**config.mk**
```make
export PLATFORM = sky130hd
export DESIGN_NAME = user_obi_dma
export DESIGN_NICKNAME = d
export VERILOG_FILES = /design/src/rtl/user_obi_dma.sv
export SDC_FILE = /design/constraint.sdc
export NUM_CORES = 1
export LEC_CHECK = 0
export BUFFER_PORTS_ARGS = -buffer_cell sky130_fd_sc_hd__buf_4
export CORE_MARGIN = 1
export CORE_UTILIZATION = 40
export CTS_CLUSTER_SIZE = 8
export DETAILED_ROUTE_END_ITERATION = 12
export PLACE_DENSITY_LB_ADDON = 0.1
export RECOVER_POWER = 100
export SLEW_MARGIN = 20
export SYNTH_ARGS = -nofsm -noshare
export SYNTH_HDL_FRONTEND = slang
export SYNTH_SLANG_ARGS = --single-unit
```
**constraint.sdc**
```tcl
create_clock -name clk_i -period 3.15 [get_ports clk_i]
set_input_delay 0.315 -clock clk_i [delete_from_list [all_inputs] [get_ports clk_i]]
set_output_delay 0.315 -clock clk_i [all_outputs]
set_load 0.03 [all_outputs]
```
**src/rtl/user_obi_dma.sv**
```systemverilog
// Multi-channel OBI word-copy engine: config subordinate port plus one shared manager
// port, serving busy channels one word at a time in round-robin order.
module user_obi_dma #(
  parameter int NumChannels = 4,
  parameter int LenWidth    = 16,
  parameter int DATA_WIDTH  = 32,
  parameter int ADDR_WIDTH  = 32
) (
  input  logic                   clk_i,
  input  logic                   rst_ni,
  input  logic                   obi_sbr_req_i,
  input  logic                   obi_sbr_we_i,
  input  logic [ADDR_WIDTH-1:0]  obi_sbr_addr_i,
  input  logic [DATA_WIDTH-1:0]  obi_sbr_wdata_i,
  input  logic [3:0]             obi_sbr_be_i,
  output logic                   obi_sbr_gnt_o,
  output logic                   obi_sbr_rvalid_o,
  output logic [DATA_WIDTH-1:0]  obi_sbr_rdata_o,
  output logic                   obi_mgr_req_o,
  output logic                   obi_mgr_we_o,
  output logic [ADDR_WIDTH-1:0]  obi_mgr_addr_o,
  output logic [DATA_WIDTH-1:0]  obi_mgr_wdata_o,
  output logic [3:0]             obi_mgr_be_o,
  input  logic                   obi_mgr_gnt_i,
  input  logic                   obi_mgr_rvalid_i,
  input  logic [DATA_WIDTH-1:0]  obi_mgr_rdata_i,
  output logic [NumChannels-1:0] irq_o
);
  localparam int ChW = (NumChannels > 1) ? $clog2(NumChannels) : 1;

  typedef enum logic [2:0] {
    IDLE    = 3'd0,
    RD_REQ  = 3'd1,
    RD_WAIT = 3'd2,
    WR_REQ  = 3'd3,
    WR_WAIT = 3'd4
  } state_e;

  state_e                 state_r, state_n_s;
  logic [ChW-1:0]         cur_ch_r, rr_ptr_r, pick_ch_s, cand_s;
  logic                   pick_valid_s;
  logic [DATA_WIDTH-1:0]  data_r;
  logic                   wr_done_s;

  logic [ADDR_WIDTH-1:0]  src_r [NumChannels];
  logic [ADDR_WIDTH-1:0]  dst_r [NumChannels];
  logic [LenWidth-1:0]    rem_r [NumChannels];
  logic [NumChannels-1:0] busy_r, irq_en_r, done_r, aborted_r, abort_pend_r;
  logic [NumChannels-1:0] elig_s, active_s;

  logic [2:0]             cfg_ch_s;
  logic [1:0]             cfg_reg_s;
  logic [ChW-1:0]         cfg_idx_s;
  logic                   cfg_hit_s, cfg_wr_s;
  logic [ADDR_WIDTH-1:0]  cfg_addr_val_s;
  logic [DATA_WIDTH-1:0]  rd_data_s;
  logic                   sbr_rvalid_r;
  logic [DATA_WIDTH-1:0]  sbr_rdata_r;
  logic                   unused_s;

  assign cfg_ch_s       = obi_sbr_addr_i[6:4];
  assign cfg_reg_s      = obi_sbr_addr_i[3:2];
  assign cfg_idx_s      = cfg_ch_s[ChW-1:0];
  assign cfg_hit_s      = int'(cfg_ch_s) < NumChannels;
  assign cfg_wr_s       = obi_sbr_req_i && obi_sbr_we_i && cfg_hit_s;
  assign cfg_addr_val_s = ADDR_WIDTH'({obi_sbr_wdata_i[DATA_WIDTH-1:2], 2'b00});
  assign wr_done_s      = (state_r == WR_WAIT) && obi_mgr_rvalid_i;
  assign unused_s       = ^{obi_sbr_be_i, obi_sbr_addr_i[ADDR_WIDTH-1:7], obi_sbr_addr_i[1:0]};

  // Config read mux: live channel state, zero for unimplemented channels
  always_comb begin
    rd_data_s = {DATA_WIDTH{1'b0}};
    if (cfg_hit_s) begin
      case (cfg_reg_s)
        2'd0:    rd_data_s = DATA_WIDTH'(src_r[cfg_idx_s]);
        2'd1:    rd_data_s = DATA_WIDTH'(dst_r[cfg_idx_s]);
        2'd2:    rd_data_s = DATA_WIDTH'(rem_r[cfg_idx_s]);
        2'd3:    rd_data_s = DATA_WIDTH'({aborted_r[cfg_idx_s], done_r[cfg_idx_s],
                                          irq_en_r[cfg_idx_s], busy_r[cfg_idx_s]});
        default: rd_data_s = {DATA_WIDTH{1'b0}};
      endcase
    end else begin
      rd_data_s = {DATA_WIDTH{1'b0}};
    end
  end

  // Subordinate response: one-cycle rvalid for every granted access
  always_ff @(posedge clk_i or negedge rst_ni) begin
    if (!rst_ni) begin
      sbr_rvalid_r <= 1'b0;
      sbr_rdata_r  <= {DATA_WIDTH{1'b0}};
    end else begin
      sbr_rvalid_r <= obi_sbr_req_i;
      sbr_rdata_r  <= (obi_sbr_req_i && !obi_sbr_we_i) ? rd_data_s : {DATA_WIDTH{1'b0}};
    end
  end

  // Channel eligibility and which channel currently owns the manager port
  always_comb begin
    elig_s   = {NumChannels{1'b0}};
    active_s = {NumChannels{1'b0}};
    for (int c = 0; c < NumChannels; c++) begin
      active_s[c] = (state_r != IDLE) && (cur_ch_r == ChW'(c));
      elig_s[c]   = busy_r[c] && (rem_r[c] != {LenWidth{1'b0}}) && !abort_pend_r[c];
    end
  end

  // Round-robin pick starting at rr_ptr_r (the channel after the last one served)
  always_comb begin
    pick_valid_s = 1'b0;
    pick_ch_s    = rr_ptr_r;
    cand_s       = {ChW{1'b0}};
    for (int i = 0; i < NumChannels; i++) begin
      cand_s = ChW'((int'(rr_ptr_r) + i) % NumChannels);
      if (!pick_valid_s && elig_s[cand_s]) begin
        pick_valid_s = 1'b1;
        pick_ch_s    = cand_s;
      end else begin
        pick_valid_s = pick_valid_s;
      end
    end
  end

  // Manager FSM next state: one outstanding transaction at a time
  always_comb begin
    state_n_s = state_r;
    case (state_r)
      IDLE:    if (pick_valid_s)     state_n_s = RD_REQ;  else state_n_s = IDLE;
      RD_REQ:  if (obi_mgr_gnt_i)    state_n_s = RD_WAIT; else state_n_s = RD_REQ;
      RD_WAIT: if (obi_mgr_rvalid_i) state_n_s = WR_REQ;  else state_n_s = RD_WAIT;
      WR_REQ:  if (obi_mgr_gnt_i)    state_n_s = WR_WAIT; else state_n_s = WR_REQ;
      WR_WAIT: if (obi_mgr_rvalid_i) state_n_s = IDLE;    else state_n_s = WR_WAIT;
      default: state_n_s = IDLE;
    endcase
  end

  // Manager FSM state, served channel, RR pointer and read-data holding register
  always_ff @(posedge clk_i or negedge rst_ni) begin
    if (!rst_ni) begin
      state_r  <= IDLE;
      cur_ch_r <= {ChW{1'b0}};
      rr_ptr_r <= {ChW{1'b0}};
      data_r   <= {DATA_WIDTH{1'b0}};
    end else begin
      state_r <= state_n_s;
      if (state_r == IDLE && pick_valid_s) begin
        cur_ch_r <= pick_ch_s;
        rr_ptr_r <= (pick_ch_s == ChW'(NumChannels - 1)) ? {ChW{1'b0}} : pick_ch_s + ChW'(1);
      end
      if (state_r == RD_WAIT && obi_mgr_rvalid_i) begin
        data_r <= obi_mgr_rdata_i;
      end
    end
  end

  // Per-channel registers; completion events come after DONE_CLR so a same-cycle set wins
  always_ff @(posedge clk_i or negedge rst_ni) begin
    if (!rst_ni) begin
      for (int c = 0; c < NumChannels; c++) begin
        src_r[c] <= {ADDR_WIDTH{1'b0}};
        dst_r[c] <= {ADDR_WIDTH{1'b0}};
        rem_r[c] <= {LenWidth{1'b0}};
      end
      busy_r       <= {NumChannels{1'b0}};
      irq_en_r     <= {NumChannels{1'b0}};
      done_r       <= {NumChannels{1'b0}};
      aborted_r    <= {NumChannels{1'b0}};
      abort_pend_r <= {NumChannels{1'b0}};
    end else begin
      for (int c = 0; c < NumChannels; c++) begin
        if (cfg_wr_s && (cfg_idx_s == ChW'(c))) begin
          case (cfg_reg_s)
            2'd0: if (!busy_r[c]) src_r[c] <= cfg_addr_val_s;
            2'd1: if (!busy_r[c]) dst_r[c] <= cfg_addr_val_s;
            2'd2: if (!busy_r[c]) rem_r[c] <= obi_sbr_wdata_i[LenWidth-1:0];
            2'd3: begin
              irq_en_r[c] <= obi_sbr_wdata_i[1];
              if (obi_sbr_wdata_i[2]) done_r[c] <= 1'b0;
              if (busy_r[c]) begin
                if (obi_sbr_wdata_i[3]) abort_pend_r[c] <= 1'b1;
              end else if (obi_sbr_wdata_i[0] && obi_sbr_wdata_i[3]) begin
                aborted_r[c] <= 1'b1;
                done_r[c]    <= 1'b1;
              end else if (obi_sbr_wdata_i[0]) begin
                busy_r[c]       <= 1'b1;
                done_r[c]       <= 1'b0;
                aborted_r[c]    <= 1'b0;
                abort_pend_r[c] <= 1'b0;
              end
            end
            default: ;
          endcase
        end
        // Zero-length start or abort on a channel with no word in flight
        if (busy_r[c] && !active_s[c] && ((rem_r[c] == {LenWidth{1'b0}}) || abort_pend_r[c])) begin
          busy_r[c]       <= 1'b0;
          done_r[c]       <= 1'b1;
          aborted_r[c]    <= abort_pend_r[c];
          abort_pend_r[c] <= 1'b0;
        end
        if (wr_done_s && (cur_ch_r == ChW'(c))) begin
          src_r[c] <= src_r[c] + ADDR_WIDTH'(4);
          dst_r[c] <= dst_r[c] + ADDR_WIDTH'(4);
          rem_r[c] <= rem_r[c] - LenWidth'(1);
          if ((rem_r[c] == LenWidth'(1)) || abort_pend_r[c]) begin
            busy_r[c]       <= 1'b0;
            done_r[c]       <= 1'b1;
            aborted_r[c]    <= abort_pend_r[c];
            abort_pend_r[c] <= 1'b0;
          end
        end
      end
    end
  end

  assign obi_sbr_gnt_o    = obi_sbr_req_i;
  assign obi_sbr_rvalid_o = sbr_rvalid_r;
  assign obi_sbr_rdata_o  = sbr_rdata_r;
  assign obi_mgr_req_o    = (state_r == RD_REQ) || (state_r == WR_REQ);
  assign obi_mgr_we_o     = (state_r == WR_REQ);
  assign obi_mgr_addr_o   = (state_r == RD_REQ) ? src_r[cur_ch_r] :
                            (state_r == WR_REQ) ? dst_r[cur_ch_r] : {ADDR_WIDTH{1'b0}};
  assign obi_mgr_wdata_o  = (state_r == WR_REQ) ? data_r : {DATA_WIDTH{1'b0}};
  assign obi_mgr_be_o     = obi_mgr_req_o ? 4'hF : 4'h0;
  assign irq_o            = done_r & irq_en_r;

endmodule

```
==> results list <==
- Mean post-synth cell area: 8.914 um^2
* Vias after detailed routing: 25490
- Of all flip-flops after synthesis, the portion carrying an async set or reset was 1.000.
- Post-DR wirelength/cell: 25.90 um
* Worst-case headroom to the max-slew limit: -0.4947
- In this run the worst path has a maximum fanout of 29.
- Number of buffers added by the clock tree synthesis step: 55
- Peak VDD IR: 379.0 uV
- Maximum number of pins on one net before global-route repair: 71
- Ranked by total cell area, the synthesized netlist is headed by dfrtp_1 38%, mux4_2 12%, nor2_1 6.7%, a21oi_1 5.2%, nand2_1 3.8%.
- Hold Fails Final Rpt: 0
- CTS placed an instance of clkbuf_16 at the clock tree root.
- Post-synthesis instance total: approximately 2900
* Combinational group share of total power: 0.367
* DRC violation count after routing: 0
* Layout Skew: between 0.02 and 0.03 ns
* Die Y-Extent: 257.8 um
- Setup repair after global routing missed its margin: no
* Cell-by-cell trace of the critical path: clkbuf_4, mux4_2, mux2i_1, nor2_1, clkbuf_2
* Power Dens Cells: 823.1 nW/um^2
- Count of pins on the block boundary: between 200 and 250
* Library cell occupying the most area in the post-synthesis netlist: dfrtp_1
- On the worst path, the slowest cell contributes a delay of 0.54 ns.
* Count of buffers from port buffering: 180
* Area of the core region: 64580 um^2
- Once placement finished, the instance area stood at 28650 um^2.
- Number of enable flip-flop cells after synthesis: 0
- Detailed placement finished with a half-perimeter wire length of 75490 um.
* Clk pin slew, worst setup/hold paths: 0.06 ns
- Fraction of power spent switching nets: 0.4228
* Chip Width: 257.8 um
- Fraction of final layout cells sized beyond drive strength 1: 0.1669
* Via-per-instance ratio: 6.425
* Wire length of the first global-routing pass: 153000 um
- The flow ran to the end, but the final reports show violations.
* Vias in the first global route: approximately 24000
- Most common cell after layout, fill and taps aside: nor2_1
- In this run the remaining antenna-violating nets after routing total 0.
- For this run the aggregate overflow at the end of global routing stands at 0.
* Data required time at the worst endpoint: 2.83 ns
- Counting distinct cell types in the post-synthesis netlist gives 86.
- Count of max-cap constraint violations: 2
- The path class of the tightest hold or removal check is in2reg.
* Sort of element at the start of the critical path: flip-flop
- Total setup violations reported at the end of the flow: 0
- Derived from the worst setup path, the maximum achievable clock frequency is approximately 330 MHz.
- Aggregate negative setup slack: 0 ns
* Net switching power: 10440 uW
- TritonCTS built the clock tree.
- Violated checks: max-capacitance violations, max-slew violations
* Share of the core filled with cells in the final layout: 0.4644
* Number of slew-limit violations in the final report: between 100 and 150
- The detailed router finished its first iteration with a little over 3000 violations.
- The design draws 24680 uW.
* Top_reg_cell synth: dfrtp_1
* Final design area excluding fillers: 29990 um^2
- Proportion of synthesized chip area in sequential cells: 0.3785
- Part of the total power dissipated in sequential elements: 0.412
- For this configuration, the core starts out at a cell density of 0.4054.
- Cell area after synthesis: 26180 um^2
- For this run, the post-layout net count is 3227.
- Synthesis-to-layout area growth: 14.55%
- Insertion delay of the later-clocked pin in the worst-skew pair: ~0.62 ns
* Maximum clock insertion buffer count: 3
- At the end of routability-driven placement, the weighted congestion stood at 0.9820.
- Placement Rows: 93
- Synthesis Warnings: 0
- Leak Pwr: 0.01206 uW
- CTS built an H-tree with a depth of 2.
- Total wire length: just over 100000 um
- Dividing the final minimum period by the clock period gives 0.9579.
* Number of sinks driven by the clock tree: ~400
- For the pin with the worst max-slew slack, the measured transition is 2.242 ns.
- The worst setup path is captured at an output port.
- The number of antenna violations at the first check in global routing was 3.
* Commonest cells after routing, fill and taps aside: 463 x nor2_1, 393 x dfrtp_1, 273 x a21oi_1
* Length of the first detailed-routing pass in iterations: 6
* Total global-route track usage: 0.3054
- For the worst setup path, the data arrival time is about 2.7 ns.
- The die covers between 60000 and 70000 um^2.
* Share of Yosys cell area claimed by the top area cell type: 0.3785
- On the critical path, the stage with the largest delay is an instance of dfrtp_2.
* Min Hold Slack: 0.06041 ns
* Flip-flop and latch count after synthesis: 396
- Clock share of power: 0.221
* Internal power consumption: 14250 uW
- The critical path in this run is classified as reg2out.
- The routed design could run at a clock period as short as about 3.0 ns.
## power groups by stage
stage          logic (uW)  clock network (uW)  registers [uW]
2_1_floorplan        6700                   0            8590
3_3_place_gp         8920                   0            9910
3_5_place_dp         9080                   0           10100
4_1_cts              9210                5560            9970
5_1_grt              9760                5760           10400
6_report             9060                5460           10200
## per-stage QoR
step,setup slack [ns],cells
final,0.1326,3967
after global routing,0.03234,3965
after CTS,0.05277,3965
after detailed placement,0.2966,3864
after global placement,0.4349,3864
after floorplan,0.8458,2938
## area by class of cell
| type | count | area, um^2 |
|---|---|---|
| Antenna cell | 2 | 5.005 |
| Clock buffer | 62 | 1455 |
| Fill cell | 6213 | 34590 |
| Inverter | 58 | 217.7 |
| Multi-Input combinational cell | 2268 | 15150 |
| Sequential cell | 396 | 9916 |
| Tap cell | 855 | 1070 |
| Timing Repair Buffer | 326 | 2180 |
## routing by layer
| layer | up-vias | routed length [um] | GRT usage |
|---|---|---|---|
| met2 | 1394 | 43610 | 0.4452 |
| met4 | 2 | 3135 | 0.09550 |
| met5 | - | 10 | 0 |
| met1 | 12650 | 44860 | 0.4537 |
| met3 | 195 | 11140 | 0.06027 |
| li1 | 11250 | - | - |
## synth_stat cells (all sizes together), types with 14 or more instances
| cell | number |
|---|---|
| nor3 | 60 |
| and2 | 22 |
| nand2 | 267 |
| inv | 58 |
| o221a | 37 |
| a31oi | 16 |
| dfrtp | 396 |
| nor4 | 27 |
| o21ai | 197 |
| nor2 | 469 |
| a221o | 17 |
| o22ai | 77 |
| mux2i | 69 |
| nand4 | 44 |
| mux2 | 38 |
| mux4 | 142 |
| clkbuf | 126 |
| or2 | 14 |
| and3 | 81 |
| a311oi | 20 |
| or3 | 20 |
| a211oi | 55 |
| buf | 90 |
| nand3 | 158 |
| ha | 16 |
| a21oi | 274 |
## timing repair
item / in CTS / in global routing
setup buffers: 3 / 0
hold buffers: 36 / 0
endpoints found under the setup margin: 2 / 1
endpoints found under the hold margin: 93 / 0
resized for setup: 0 / 1
## path summary, 6_finish.rpt
path	cells after the start	end	start	slack, ns
setup / recovery	5	obi_mgr_addr_o[13]	cur_ch_r[1]$_DFFE_PN0P_	0.13
hold / removal	3	dst_r[116]$_DFFE_PN0P_	obi_sbr_wdata_i[20]	0.06
setup reg to reg	7	src_r[84]$_DFFE_PN0P_	state_r[0]$_DFF_PN0_	0.15
hold reg to reg	1	data_r[15]$_DFFE_PN0P_	data_r[15]$_DFFE_PN0P_	0.50
max in group asynchronous	3	obi_sbr_rdata_o[28]$_DFF_PN0_	rst_ni	0.53
min in group asynchronous	2	rr_ptr_r[0]$_DFFE_PN0P_	rst_ni	0.92
## logic make-up (layout without fill, tap and decap cells)
family,after synthesis,after routing,share of synthesized area
and+or+nand+nor,1222,1222,0.2197
other,1,4,0.0001432
AOI/OAI and AO/OA,778,778,0.1845
xor gates and xnor gates,1,1,0.0003346
adders and majority gates,16,16,0.007646
buffers and inverters,274,446,0.04397
DFF,396,396,0.3785
muxes,249,249,0.1652
## worst max-delay path, delay by kind of cell, from the launching register on
family,cells,cell delay (ns)
buffers and inverters,2,0.71
flip-flops,1,0.54
multiplexers,2,0.76
AND/OR/NAND/NOR,1,0.08
## state kept, by name, summed over array words and instances (netlist names)
signal	count
abort_pend_r	4
aborted_r	4
busy_r	4
cur_ch_r	2
data_r	32
done_r	4
dst_r	120
irq_en_r	4
obi_sbr_rdata_o	32
obi_sbr_rvalid_o	1
rem_r	64
rr_ptr_r	2
src_r	120
state_r	3
(Power assumes the default switching activity.)
